**config.mk**
```make
export PLATFORM = sky130hd
export DESIGN_NAME = sega_joy_reader
export DESIGN_NICKNAME = d
export VERILOG_FILES = /design/src/rtl/sega_joy_reader.sv
export SDC_FILE = /design/constraint.sdc
export NUM_CORES = 1
export LEC_CHECK = 0
export ABC_AREA = 1
export BUFFER_PORTS_ARGS = -buffer_cell sky130_fd_sc_hd__buf_2
export CAP_MARGIN = 20
export CORE_MARGIN = 5
export CORE_UTILIZATION = 40
export DETAILED_ROUTE_END_ITERATION = 7
export PLACE_DENSITY = 0.58
export REMOVE_ABC_BUFFERS = 1
export SETUP_SLACK_MARGIN = 0.02
export SYNTH_ARGS = -nofsm -noshare
export SYNTH_HDL_FRONTEND = slang
export SYNTH_SLANG_ARGS = --single-unit
```
**constraint.sdc**
```tcl
create_clock -name clk_sys -period 2.9 [get_ports clk_sys]
set_input_delay 0.29 -clock clk_sys [delete_from_list [all_inputs] [get_ports clk_sys]]
set_output_delay 0.29 -clock clk_sys [all_outputs]
set_load 0.01 [all_outputs]
```
**src/rtl/sega_joy_reader.sv**
```systemverilog
// sega_joy_reader: free-running Sega pad scanner for two DB9 ports, one atomic 12-bit word per port.
// Define SEGA_JOY_SIXBUTTON_EN to enable the 6-button STEP2..STEP6 extension.
module sega_joy_reader #(
   parameter int STEP_DIV   = 400,
   parameter int IDLE_STEPS = 120
) (
   input  logic        clk_sys,
   input  logic        reset,
   input  logic [5:0]  joy1_i,
   input  logic [5:0]  joy2_i,
   output logic        joy_sel_o,
   output logic [11:0] joy1_o,
   output logic [11:0] joy2_o,
   output logic        joy1_md_o,
   output logic        joy2_md_o,
   output logic        joy1_six_o,
   output logic        joy2_six_o,
   output logic        frame_o
);
   localparam int DW = $clog2(STEP_DIV);
   localparam int IW = $clog2(IDLE_STEPS + 1);
   typedef enum logic [2:0] {STEP0, STEP1, STEP2, STEP3, STEP4, STEP5, STEP6, IDLE} state_t;
`ifdef SEGA_JOY_SIXBUTTON_EN
   localparam state_t PUB = STEP6;
`else
   localparam state_t PUB = STEP1;
`endif
   state_t st, nxt;
   logic [DW-1:0] div;
   logic [IW-1:0] idle_cnt;
   logic [5:0] j1_m, j1_s, j2_m, j2_s;
   logic [13:0] sc1, sc2, n1, n2;
   logic step_end, idle_done;
   // Scratch layout is {six, md, word[11:0]}; STEP0 clears the 6-button part.
   function automatic logic [13:0] scan(state_t s, logic [13:0] c, logic [5:0] p);
      logic [13:0] r;
      r = c;
      case (s)
         STEP0: r = {1'b0, 1'b0, 4'hF, 2'b11, p};
         STEP1: begin
            r[12] = ~p[2] & ~p[3];
            r[7:6] = r[12] ? p[5:4] : 2'b11;
         end
         STEP5: r[13] = c[12] & ~|p[3:0];
         STEP6: r[11:8] = c[13] ? p[3:0] : 4'hF;
         default: r = c;
      endcase
      return r;
   endfunction
   assign step_end  = div == DW'(STEP_DIV - 1);
   assign idle_done = idle_cnt == IW'(IDLE_STEPS - 1);
   assign n1 = scan(st, sc1, j1_s);
   assign n2 = scan(st, sc2, j2_s);
   always_comb
      nxt = st == IDLE ? (idle_done ? STEP0 : IDLE) : st == PUB ? IDLE : state_t'(st + 3'd1);
   always_ff @(posedge clk_sys or posedge reset)
      if (reset) begin
         {j1_m, j1_s, j2_m, j2_s} <= '1;
         st         <= STEP0;
         div        <= '0;
         idle_cnt   <= '0;
         sc1        <= {2'b00, 12'hFFF};
         sc2        <= {2'b00, 12'hFFF};
         joy_sel_o  <= 1'b1;
         joy1_o     <= 12'hFFF;
         joy2_o     <= 12'hFFF;
         joy1_md_o  <= 1'b0;
         joy2_md_o  <= 1'b0;
         joy1_six_o <= 1'b0;
         joy2_six_o <= 1'b0;
         frame_o    <= 1'b0;
      end else begin
         {j1_m, j1_s, j2_m, j2_s} <= {joy1_i, j1_m, joy2_i, j2_m};
         div     <= step_end ? '0 : div + 1'b1;
         frame_o <= 1'b0;
         if (step_end) begin
            sc1       <= n1;
            sc2       <= n2;
            st        <= nxt;
            joy_sel_o <= !(nxt inside {STEP1, STEP3, STEP5});
            if (st == IDLE)
               idle_cnt <= idle_done ? '0 : idle_cnt + 1'b1;
            if (st == PUB) begin
               joy1_o     <= n1[11:0];
               joy2_o     <= n2[11:0];
               joy1_md_o  <= n1[12];
               joy2_md_o  <= n2[12];
               joy1_six_o <= n1[13];
               joy2_six_o <= n2[13];
               frame_o    <= 1'b1;
            end
         end
      end
endmodule

```
=== Word level (Yosys, flattened, before mapping) ===
Cells that the tools add are included.

* Add/subtract/negate cells: 3
* Multiply operators: 0
* Divide/modulo/power cells: 0
* $lt $le $gt $ge: 0
* Eq/ne operators: 9
* Shift-type cells: 0
* Muxes and demuxes: 21
* Bitwise operators: 8
* Reductions and logical operators: 9

{| class="wikitable"
|+ Operator list
! kind !! number
|-
| $pmux W4 S2 || 2
|-
| $eq A3 B3 Y1 const B || 4
|-
| $mux W6 || 2
|-
| $add A9 B1 Y9 const B || 1
|-
| $eq A9 B9 Y1 const B || 1
|-
| $mux W3 || 3
|-
| $mux W9 || 1
|-
| $mux W4 || 2
|-
| $pmux W1 S2 || 4
|-
| $pmux W2 S2 || 2
|-
| $reduce_or A4 Y1 || 2
|-
| $add A7 B1 Y7 const B || 1
|-
| $eq A7 B7 Y1 const B || 1
|-
| $mux W7 || 1
|-
| $eq A3 B1 Y1 const B || 2
|-
| $and A1 B1 Y1 || 4
|-
| $mux W2 || 2
|-
| $not A1 Y1 || 4
|-
| $reduce_and A2 Y1 || 2
|-
| $add A3 B1 Y3 const B || 1
|-
| $eq A3 B2 Y1 const B || 1
|-
| $logic_not A1 Y1 || 3
|-
| $logic_not A3 Y1 || 1
|-
| $reduce_bool A3 Y1 || 1
|-
| $mux W1 || 2
|}

* Bits in registers: 101
* Latch bits: 0
* Bits in writable memories: 0
* Memory bits (read-only): 0
* Bits of input ports: 14
* Output and inout bits: 30
* Logic and storage cells: 67
* Memories kept: 0

=== Depth between registers and ports, before layout ===
Gate-level depths: netlist of the first run.

* Depth after elaboration: 6
* Depth in mapped cells: 9
* Mapped depth without buffers: 9

=== Least setup slack after synthesis of the first run ===
No wires, ideal clock.

* Path type: register to register
* From: register div[0]
* To: register sc1[0]
* Library setup time: 0.061 ns
* Arrival: 1.381 ns
* Required time: 2.839 ns
* Setup slack: 1.458 ns
* Cell stages (with the launch flop): 9
* Buffers on the path: 2
* Clock period less this slack: 1.442 ns
* Cells stage by stage: dfrtp_1 -> ha_1 -> nand3_1 -> inv_1 -> nand3_2 -> buf_6 -> clkbuf_1 -> nand2_1 -> nand2_1

* Longest elaborated chain between the ends: 1

{| class="wikitable"
|+ RTL lines
! what !! RTL line !! RTL
|-
| start, declared || 29 || <nowiki>logic [DW-1:0] div;</nowiki>
|-
| start signal, assigned || 74 || <nowiki>div <= step_end ? '0 : div + 1'b1;</nowiki>
|-
| $eq A9 B9 Y1 || 50 || <nowiki>assign step_end = div == DW'(STEP_DIV - 1);</nowiki>
|-
| end signal, assigned || 62 || <nowiki>sc1 <= {2'b00, 12'hFFF};</nowiki>
|-
| end signal, assigned || 77 || <nowiki>sc1 <= n1;</nowiki>
|-
| end, declared || 32 || <nowiki>logic [13:0] sc1, sc2, n1, n2;</nowiki>
|}

No other way between the ends.
A chain may end at the register's enable or synchronous reset.

=== Worst setup path after layout of the first run ===
* From: register div[0]
* To: register idle_cnt[2]

* Longest elaborated chain between the ends: 2

{| class="wikitable"
|+ RTL lines
! what !! RTL line !! RTL
|-
| $eq A9 B9 Y1 || 50 ||
|-
| $reduce_and A2 Y1 (no line) || -- ||
|-
| end signal, assigned || 82 || <nowiki>idle_cnt <= idle_done ? '0 : idle_cnt + 1'b1;</nowiki>
|-
| end, declared || 30 || <nowiki>logic [IW-1:0] idle_cnt;</nowiki>
|}

No other way between the ends.

==> flow_metrics.py, run 1 <==
metrics = {
    "drt": {
        "via_per_inst": 4.844,
        "vias": 3173,
        "drc": 0,
        "drt-initial-drc-count": 121,
        "wire_per_inst_um": 13.14,
        "routed_wl_um": 8609,
        "drtAntennaViolNets": 0,
        "firstDrtPassIters": 4,
    },
    "timing": {
        "finalHoldViolations": 0,
        "setup_viol": 0,
        "max_freq_mhz": 497.6,
        "fin_crit_ns": 2.010,
        "drv_slew": 0,
        "skew_ns": 0.01501,
        "setup_tns_ns": 0,
        "slew_headroom_pct": 61.10,
        "fin_crit_sh_pct": 69.29,
        "fin_ws_ns": 0.8905,
        "worstMarginPinSlew_ns": 0.5835,
        "rsz0062_at_grt": "no",
    },
    "floorplan": {
        "die_y_um": 113.6,
        "die_width_um": 113.6,
        "die-area_mm2": 0.01291,
        "core.rowCount": 37,
        "io_pins": 44,
        "coreArea_mm2": 0.01042,
        "start_util_pct": 41.24,
    },
    "placement": {
        "place.port_buffers": 43,
        "pre_cts_slack_ns": 0.8965,
        "gp_congestion": 0.7824,
        "dp_hpwl_um": 5825,
    },
    "critical_path": {
        "cp-startpoint": "div[0]",
        "cp.required_ns": 3.17,
        "path_max_fanout": 37,
        "rr_endpoint": "idle_cnt[2]",
        "critPathLaunchType": "flip-flop",
        "critical_path.endpoint": "idle_cnt[2]",
        "slowest_delay_ns": 0.42,
        "crit_slowest_cell": "inv_4",
        "reg2regPathDepth": 8,
        "reg2reg_setup_slack_ns": 0.89,
        "crit_path_cell_trace": "ha_1 -> nand3_1 -> inv_1 -> nand3_2 -> inv_4 -> nand2_2 -> o21ai_1 -> nand2_1",
        "critPathArrivalTime_ns": 2.28,
        "rr_startpoint": "div[0]",
        "end_kind": "flip-flop",
        "criticalPathCategory": "flip-flop to flip-flop",
    },
    "cells_and_area": {
        "diodes": 0,
        "drive_gt1_share_pct": 28.13,
        "most-common-layout-cells": "nand2_1 (157), dfstp_2 (73), o21ai_0 (48), buf_2 (43), inv_1 (33)",
        "final_common_cell": "nand2_1",
        "fill_cells": 1042,
        "finalNetCount": 536,
        "syn2layout_area_growth_pct": 15.41,
    },
    "clocking": {
        "hold_buffers": 12,
        "clock-sinks": 101,
        "htree_levels": 3,
        "cts_setup_buffers": 0,
        "clk-insertion-delay-late_ns": 0.37,
        "numCtsBuffers": 9,
        "clk_pin_slew_ns": 0.10,
        "ctsLongestPathBuffers": 2,
        "cts_resized": 0,
        "cts_tree": "yes",
        "cts-root-buf": "clkbuf_8",
    },
    "power": {
        "power_density_mw_per_mm2": 481.8,
        "p_leak_nw": 2.310,
        "vdd_drop_max_mv": 0.3999,
    },
    "logic_synthesis": {
        "yosys_warnings": 0,
        "syn_area_per_cell_um2": 9.338,
        "synth_cells": 460,
        "yosys_register_bits": 101,
        "yosysSeqAreaShare_pct": 60.97,
        "ys_types": 32,
        "syn_area_mm2": 0.004295,
    },
    "run_status": {
        "status": "finished clean",
    },
    "hold_path": {
        "hold_path.class": "input pin to flip-flop",
    },
    "grt": {
        "grt_pass1_vias": 3162,
        "grt_start_max_net_pins": 47,
        "grt_overflow": 0,
        "antenna_found_initial": 0,
        "grt_pass1_wl_um": 14940,
        "grt_use_total_pct": 14.31,
    },
    "flow_run": {
        "maxCapViolCount": 0,
    },
}
through the flow:
step / total power, mW / hold slack [ns] / std cells / util [%] / area [um^2]
after floorplan: 1.501 / 0.2945 / 444 / - / 4200
after global placement: 1.530 / 0.3469 / 628 / 44.65 / 4651
after detailed placement: 1.530 / 0.3468 / 628 / 44.65 / 4651
after CTS: 2.433 / 0.0007881 / 655 / 47.59 / 4957
after global routing: 2.495 / 0.006855 / 655 / 47.59 / 4957
final: 2.388 / 0.02519 / 655 / 47.59 / 4957
synth_stat cells, drive strengths merged:
master  instances  area (um^2)
nor3            2        15.01
clkbuf          5        18.77
ha              7        87.58
nand4           1        6.260
a31oi           2        12.51
xor2            4        35.03
o21ai          54        270.3
dfstp          73         1918
o211ai          1        7.510
nand2         159        601.8
buf            11        76.32
dfrtp          28        700.7
or2             1        6.260
o21a            8        60.06
inv            36        137.6
a21oi           8        40.04
nor2           33        133.9
nand3b          3        22.52
o31ai           1        7.510
o22ai          12        75.07
nand3          10        55.05
a21o            1        7.510
cells by family after synthesis:
family / count (synthesis) / share of synthesized area [%]
and+or+nand+nor: 209 / 19.57
DFF: 101 / 60.97
AOI/OAI and AO/OA: 87 / 11.19
buffers and inverters: 52 / 5.418
adders and majority gates: 7 / 2.039
xor gates and xnor gates: 4 / 0.8155
final cells by class:
class | instances | area [um^2] | share of cell area, %
Multi-Input combinational cell | 307 | 1444 | 29.13
Timing Repair Buffer | 60 | 397.9 | 8.026
Clock inverter | 6 | 62.56 | 1.262
Clock buffer | 9 | 123.9 | 2.499
Inverter | 36 | 140.1 | 2.827
Sequential cell | 101 | 2619 | 52.83
Tap cell | 136 | 170.2 | 3.433
how the worst min path moves through the flow:
stage / from / end / depth (start not counted)
finish: joy2_i[4] / j2_m[4] / 1
floorplan: joy1_i[0] / j1_m[0] / 0
global route: joy2_i[4] / j2_m[4] / 1
detailed placement: j1_m[3] / j1_s[3] / 0
CTS: joy2_i[4] / j2_m[4] / 1
global placement: j1_m[2] / j1_s[2] / 0
sequential cells by signal, indices dropped and copies added (netlist names), 7 cells and up:
signal / count
joy2_o: 12
sc1: 14
div: 9
joy1_o: 12
sc2: 14
idle_cnt: 7
power by group:
group | internal [mW] | leakage (nW) | switching [mW]
Sequential | 1.44 | 1.13 | 0.00655
Clock | 0.396 | 0.0996 | 0.476
Combinational | 0.0252 | 1.08 | 0.0428
Total | 1.86 | 2.31 | 0.525
worst max-delay path: cells and delay by family, from the launching register on:
family / cells / cell delay [ns]
AOI/OAI and AO/OA: 1 / 0.16
DFF: 1 / 0.38
and+or+nand+nor: 4 / 0.66
adders and majority gates: 1 / 0.19
buffers and inverters: 2 / 0.51
layer usage:
metal	part of all wire, %	GRT usage, %	wire, um	vias to the layer above
met5	0	0	0	-
met4	1.5	4.647	127	0
met3	4.4	3.714	379	11
met2	48	23.95	4149	65
met1	46	18.10	3953	1520
li1	-	-	-	1577
Power figures use the tool's default switching activity.
==> run 2: changes to the inputs <==
--- a/config.mk
+++ b/config.mk
@@ -5,7 +5,7 @@
 export SDC_FILE = /design/constraint.sdc
 export NUM_CORES = 1
 export LEC_CHECK = 0
-export ABC_AREA = 1
+export ABC_AREA = 0
 export BUFFER_PORTS_ARGS = -buffer_cell sky130_fd_sc_hd__buf_2
 export CAP_MARGIN = 20
 export CORE_MARGIN = 5
==> constraint.sdc (replaced) <==
create_clock -name clk_sys -period 1.82 [get_ports clk_sys]
set_input_delay 0.182 -clock clk_sys [delete_from_list [all_inputs] [get_ports clk_sys]]
set_output_delay 0.182 -clock clk_sys [all_outputs]
set_load 0.01 [all_outputs]
==> run 2 against run 1 <==
  * Maximum frequency rose by 15%
  * Area after synthesis rose by 2.7%
  * Routed wire length rose by 15%
  * Sequential power rose by 60%
  * Die area rose by 2.5%
  * Synthesized cell count fell by 24%
  * Total power rose by 57%
  * Clock power rose by 53%
  * Hold slack improved by 0.33 ns
  * Highest routed layer unchanged
==> flow_metrics.py, run 2 <==
metrics = {
    "drt": {
        "drt-initial-drc-count": 137,
        "vias": 3086,
        "routed_wl_um": 9931,
        "drtAntennaViolNets": 0,
        "wire_per_inst_um": 17.24,
        "drc": 0,
        "firstDrtPassIters": 4,
        "via_per_inst": 5.358,
    },
    "logic_synthesis": {
        "synth-edff-count": 0,
        "yosys_register_bits": 101,
        "synth-main-ff-cell": "dfstp_2",
        "syn_area_per_cell_um2": 12.68,
        "ys_types": 50,
        "yosysTopAreaCellShare_pct": 43.46,
        "syn_area_mm2": 0.004413,
        "yosysSeqAreaShare_pct": 59.34,
        "yosys.area.top_type": "dfstp_2",
        "synth.cells.most_frequent": "dfstp_2 (73), dfrtp_1 (28), mux2i_1 (26)",
        "synth_cells": 348,
        "yosys-top-cells-area": "dfstp_2 (43%), dfrtp_1 (16%), mux2i_1 (5.9%), mux2_4 (3.4%), o32a_1 (2.0%)",
        "async_flop_share_pct": 100.0,
        "synth.most_common_cell": "dfstp_2",
        "yosys_warnings": 0,
    },
    "grt": {
        "grt_overflow": 0,
        "antenna_found_initial": 0,
        "grt_pass1_wl_um": 16780,
        "grt_use_total_pct": 16.24,
        "grt_pass1_vias": 3270,
        "grt_start_max_net_pins": 37,
    },
    "critical_path": {
        "end_kind": "flip-flop",
        "rr_endpoint": "joy1_six_o",
        "rr_startpoint": "st[0]",
        "crit_path_cell_trace": "inv_1 -> ha_2 -> nor2b_4 -> buf_4 -> buf_4 -> nor2_1 -> mux2_1",
        "crit_slowest_cell": "dfrtp_1",
        "cp.required_ns": 2.06,
        "critPathArrivalTime_ns": 1.98,
        "critPathLaunchType": "flip-flop",
        "criticalPathCategory": "flip-flop to flip-flop",
        "critical-path-top-delay-family": "flip-flops",
        "cpMostUsedCell": "buf_4",
        "worst-path-buf-inv": 3,
        "reg2regPathDepth": 7,
        "reg2reg_setup_slack_ns": 0.08,
        "path_max_fanout": 7,
        "slowest_delay_ns": 0.43,
    },
    "cells_and_area": {
        "diodes": 0,
        "fill_cells": 968,
        "largestRegisters": "sc1: 14 flops, sc2: 14 flops",
        "syn2layout_area_growth_pct": 20.84,
        "finalNetCount": 452,
        "drive_gt1_share_pct": 44.50,
        "most-common-layout-cells": "dfstp_2 (73), buf_2 (43), buf_4 (35), dfrtp_1 (28), mux2i_1 (26)",
        "final_common_cell": "dfstp_2",
    },
    "timing": {
        "finalHoldViolations": 0,
        "whs_ns": 0.3579,
        "setup_tns_ns": 0,
        "max_freq_mhz": 574.7,
        "rsz0062_at_grt": "yes",
        "worstMarginPinSlew_ns": 0.4704,
        "setup_viol": 0,
        "fin_crit_ns": 1.740,
        "fin_ws_ns": 0.07990,
        "drv_slew": 0,
        "slew_headroom_pct": 68.64,
        "skew_ns": 0.01341,
        "fin_crit_sh_pct": 95.61,
    },
    "clocking": {
        "ctsLongestPathBuffers": 2,
        "cts-root-buf": "clkbuf_8",
        "clk-insertion-delay-late_ns": 0.36,
        "numCtsBuffers": 9,
        "clock-sinks": 101,
        "cts_tree": "yes",
        "clk_pin_slew_ns": 0.09,
        "htree_levels": 3,
    },
    "placement": {
        "gp_congestion": 0.8310,
        "pre_cts_slack_ns": 0.01483,
        "dp_hpwl_um": 6893,
        "place.port_buffers": 43,
    },
    "power": {
        "p_int_mw": 2.951,
        "power_frac_comb_pct": 2.6,
        "power_frac_seq_pct": 62.0,
        "vdd_drop_max_mv": 0.6657,
        "p_clk_share_pct": 35.4,
        "p_leak_nw": 2.337,
        "power.switching_mw": 0.7975,
        "p_sw_share_pct": 21.27,
        "power_density_mw_per_mm2": 703.0,
    },
    "hold_path": {
        "hold_path_depth": 0,
        "worstHoldStart": "j2_m[2]",
        "min_to": "j2_s[2]",
        "hold_path.class": "flip-flop to flip-flop",
    },
    "floorplan": {
        "io_pins": 44,
        "die_y_um": 115.0,
        "core.rowCount": 38,
        "start_util_pct": 40.71,
        "die_width_um": 115.0,
        "coreArea_mm2": 0.01084,
        "die-area_mm2": 0.01323,
    },
    "run_status": {
        "status": "finished clean",
    },
    "flow_run": {
        "maxCapViolCount": 0,
    },
}
## run 2: cell types whose count changed after synthesis, moves of 9 or more
cell / before / now
o32a_1: 0 / 9
a31oi_1: 2 / 13
o21ai_0: 48 / 17
nor2_1: 31 / 7
inv_1: 34 / 20
mux2_4: 0 / 10
nand2_1: 157 / 6
mux2i_1: 0 / 26
## run 2: cell families (layout without fill, tap and decap cells)
| family | Yosys count | after routing | share of synthesized area (%) |
|---|---|---|---|
| buffers and inverters | 43 | 130 | 4.791 |
| flip-flops | 101 | 101 | 59.34 |
| multiplexers | 45 | 45 | 11.60 |
| adder cells (fa/ha/maj) | 7 | 7 | 1.985 |
| AND/OR/NAND/NOR | 60 | 61 | 8.109 |
| AO/OA/AOI/OAI | 87 | 87 | 13.18 |
| XOR/XNOR | 5 | 5 | 0.9925 |
## run 2: cell type report
cell class	instances	area, um^2	area share [%]
clock inverter	1	5.005	0.09385
timing repair buffer	94	668.1	12.53
sequential	101	2619	49.11
tap	140	175.2	3.285
clock buffer	15	176.4	3.308
inverter	20	77.57	1.455
multi-input combinational	205	1612	30.22
## run 2: through the flow
step	total power, mW	util [%]	instances	cell area (um^2)
6_report	3.749	49.19	576	5333
5_1_grt	3.908	49.19	576	5333
4_1_cts	3.820	49.13	576	5326
3_5_place_dp	2.442	46.11	546	4999
3_3_place_gp	2.440	46.11	546	4999
2_1_floorplan	2.391	-	325	4277
## run 2: worst max path at each step
stage	cells after the start	slack (ns)	to	from
global route	7	0.007	joy1_six_o	st[0]
finish	7	0.08	joy1_six_o	st[0]
global placement	5	0.06	sc1[5]	st[0]
CTS	7	0.05	joy1_six_o	st[0]
detailed placement	5	0.01	sc1[5]	st[0]
floorplan	3	-0.98	joy1_six_o	div[6]
## run 2: layer usage
layer  wire length, um  GRT usage [%]  share of wire (%)  vias to the layer above
li1                  -              -                  -                     1446
met1              4613          22.55                 46                     1550
met2              4688          25.27                 47                       78
met3               504          3.737                5.1                       12
met4               125          5.243                1.3                        0
met5                 0              0                  0                        -
## run 2: what timing repair did
item                                    CTS  global route
endpoints found under the setup margin    6            18
pin swaps                                 1             0
hold buffers                             13             0
hold endpoints to repair                 34             0
gates resized for setup                   3             3
buffers inserted                          0             0
cloned                                    1             0
## run 2: power groups by stage
| stage | logic, mW | clock network [mW] | registers [mW] |
|---|---|---|---|
| 2_1_floorplan | 0.0403 | 0 | 2.35 |
| 3_3_place_gp | 0.0790 | 0 | 2.36 |
| 3_5_place_dp | 0.0807 | 0 | 2.36 |
| 4_1_cts | 0.102 | 1.39 | 2.33 |
| 5_1_grt | 0.114 | 1.46 | 2.33 |
| 6_report | 0.0975 | 1.33 | 2.32 |
==> run 3: changes to the inputs <==
--- a/config.mk
+++ b/config.mk
@@ -8,10 +8,12 @@
 export ABC_AREA = 0
 export BUFFER_PORTS_ARGS = -buffer_cell sky130_fd_sc_hd__buf_2
 export CAP_MARGIN = 20
+export CELL_PAD_IN_SITES_DETAIL_PLACEMENT = 2
+export CELL_PAD_IN_SITES_GLOBAL_PLACEMENT = 2
 export CORE_MARGIN = 5
-export CORE_UTILIZATION = 40
+export CORE_UTILIZATION = 36
 export DETAILED_ROUTE_END_ITERATION = 7
-export PLACE_DENSITY = 0.58
+export PLACE_DENSITY = 0.72
 export REMOVE_ABC_BUFFERS = 1
 export SETUP_SLACK_MARGIN = 0.02
 export SYNTH_ARGS = -nofsm -noshare
==> run 3 against run 2 <==
  * The run now ends with setup timing left
  * Sequential share of layout area fell by 1.7 points
  * Sequential power is essentially flat
  * Cell count is 0.69% higher
  * Clock-buffer cell count down 5
  * Register-to-register slack got worse by 0.08 ns
  * Die area grew 10%
  * Via count increased by 3.6%
  * Total power rose by 22%
  * Utilization fell by 3.2 points
  * Non-clock buffer count decreased by 2
  * Combinational power up 6%
  * Design area is 3.6% higher
  * Critical path type unchanged
  * Largest cell class unchanged
==> flow_metrics.py, run 3 (same netlist as run 2, synthesis figures left out) <==
metrics = {
    "critical_path": {
        "slowest_delay_ns": 0.47,
        "crit_path_cell_trace": "buf_4 -> ha_1 -> buf_4 -> nor2b_2 -> a2111oi_1 -> o21ai_0",
        "cp.required_ns": 2.08,
        "critPathLaunchType": "flip-flop",
        "reg2regPathDepth": 6,
        "rr_endpoint": "joy_sel_o",
        "rr_startpoint": "st[0]",
        "path_max_fanout": 9,
        "criticalPathCategory": "flip-flop to flip-flop",
        "reg2reg_setup_slack_ns": -0.000008,
        "end_kind": "flip-flop",
        "cpMostUsedCell": "buf_4",
        "critPathArrivalTime_ns": 2.08,
        "crit_slowest_cell": "a2111oi_1",
    },
    "timing": {
        "fin_crit_ns": 1.820,
        "fin_crit_sh_pct": 100.0,
        "setup_viol": 1,
        "setup_tns_ns": -0.000007994,
        "drv_slew": 0,
        "finalHoldViolations": 0,
        "skew_ns": 0.01170,
        "rsz0062_at_grt": "yes",
        "worstMarginPinSlew_ns": 0.4549,
        "slew_headroom_pct": 69.60,
        "max_freq_mhz": 549.4,
        "fin_ws_ns": -0.000007994,
    },
    "floorplan": {
        "die_y_um": 120.7,
        "coreArea_mm2": 0.01201,
        "die_width_um": 120.7,
        "die-area_mm2": 0.01457,
        "core.rowCount": 40,
        "start_util_pct": 36.74,
        "io_pins": 44,
    },
    "placement": {
        "pre_cts_slack_ns": -0.08657,
        "dp_hpwl_um": 8492,
        "gp_congestion": 0.8009,
        "dpl_cell_area_mm2": 0.005017,
        "place.port_buffers": 43,
        "dp_cells": 551,
    },
    "clocking": {
        "clk-insertion-delay-late_ns": 0.35,
        "cts_setup_buffers": 0,
        "htree_levels": 3,
        "numCtsBuffers": 9,
        "cts_tree": "yes",
        "clock-sinks": 101,
        "ctsLongestPathBuffers": 2,
        "clk_pin_slew_ns": 0.07,
        "cts-root-buf": "clkbuf_16",
    },
    "drt": {
        "vias": 3197,
        "drt-initial-drc-count": 124,
        "wire_per_inst_um": 21.24,
        "routed_wl_um": 12320,
        "firstDrtPassIters": 4,
        "drtAntennaViolNets": 0,
        "drc": 0,
        "via_per_inst": 5.512,
    },
    "grt": {
        "grt_start_max_net_pins": 36,
        "grt_overflow": 0,
        "antenna_found_initial": 0,
        "grt_use_total_pct": 17.75,
        "grt_pass1_vias": 3630,
        "grt_pass1_wl_um": 20000,
    },
    "power": {
        "power_density_mw_per_mm2": 828.9,
        "vdd_drop_max_mv": 0.5644,
        "finalPower_mw": 4.581,
        "p_leak_nw": 2.401,
    },
    "cells_and_area": {
        "fill_cells": 1210,
        "most-common-layout-cells": "dfstp_2 (73), buf_2 (43), buf_4 (30), dfrtp_1 (28), mux2i_1 (26)",
        "fin_cells": 580,
        "design_area_mm2": 0.005527,
        "syn2layout_area_growth_pct": 25.23,
        "finalNetCount": 449,
        "drive_gt1_share_pct": 45.73,
        "final_common_cell": "dfstp_2",
        "largestRegisters": "sc1: 14 flops, sc2: 14 flops",
        "diodes": 0,
    },
    "run_status": {
        "violations": "setup timing",
        "status": "complete, but fails checks",
    },
    "flow_run": {
        "maxCapViolCount": 0,
    },
    "hold_path": {
        "hold_path_depth": 0,
        "worstHoldStart": "j2_m[5]",
        "min_to": "j2_s[5]",
        "hold_path.class": "flip-flop to flip-flop",
    },
}
## run 3: cell count changes in the layout (fill, tap and decap cells not counted), moves of 2 or more
| cell | previous run | this run |
|---|---|---|
| clkbuf_8 | 12 | 1 |
| clkbuf_16 | 0 | 9 |
| buf_4 | 35 | 30 |
| clkbuf_1 | 3 | 0 |
| inv_6 | 0 | 3 |
| buf_12 | 3 | 5 |
| bufinv_16 | 0 | 2 |
## run 3: timing repair
item,CTS,global route
resized for setup,4,9
pin swaps,0,1
hold endpoints to repair,26,0
endpoints found under the setup margin,19,42
hold buffers,13,0
## run 3: worst max-delay path, delay by kind of cell (launching register included)
| family | cells | cell delay, ns |
|---|---|---|
| adder cells (fa/ha/maj) | 1 | 0.21 |
| AND/OR/NAND/NOR | 1 | 0.18 |
| buffers and inverters | 2 | 0.34 |
| flip-flops | 1 | 0.39 |
| AO/OA/AOI/OAI | 2 | 0.62 |
## run 3: layer usage
metal	vias up	wire length [um]	share of wire [%]	track usage (%)
met5	-	0	0	0
met4	0	200	1.6	6.374
met3	13	280	2.3	2.619
met2	45	6210	50	30.25
met1	1695	5625	46	22.96
li1	1444	-	-	-
## run 3: worst max path at each step
stage	from	end	slack [ns]	depth (start not counted)
finish	st[0]	joy_sel_o	-0.000008	6
global route	st[0]	joy2_o[11]	-0.03	7
detailed placement	st[0]	joy_sel_o	-0.09	6
CTS	st[0]	joy1_o[5]	0.005	6
floorplan	div[6]	joy1_six_o	-0.98	3
global placement	st[0]	joy_sel_o	-0.006	6
## run 3: report_power, final
part	switching (mW)	internal, mW
logic	0.0601	0.0433
registers	0.0310	2.30
clock network	0.891	1.26
## run 3: layout make-up
cell class | instances | area [um^2] | share of cell area (%)
inverter | 20 | 77.57 | 1.404
multi-input combinational | 204 | 1634 | 29.57
timing repair buffer | 92 | 681.9 | 12.34
clock buffer | 10 | 239.0 | 4.324
sequential | 101 | 2619 | 47.39
tap | 147 | 183.9 | 3.328
clock inverter | 6 | 91.34 | 1.653
## run 3: through the flow
| step | util, % | hold WS [ns] |
|---|---|---|
| global route | 46.01 | 0.3563 |
| global placement | 41.77 | 0.2335 |
| finish | 46.01 | 0.3545 |
| CTS | 45.70 | 0.3535 |
| detailed placement | 41.77 | 0.2375 |
| floorplan | - | 0.1865 |
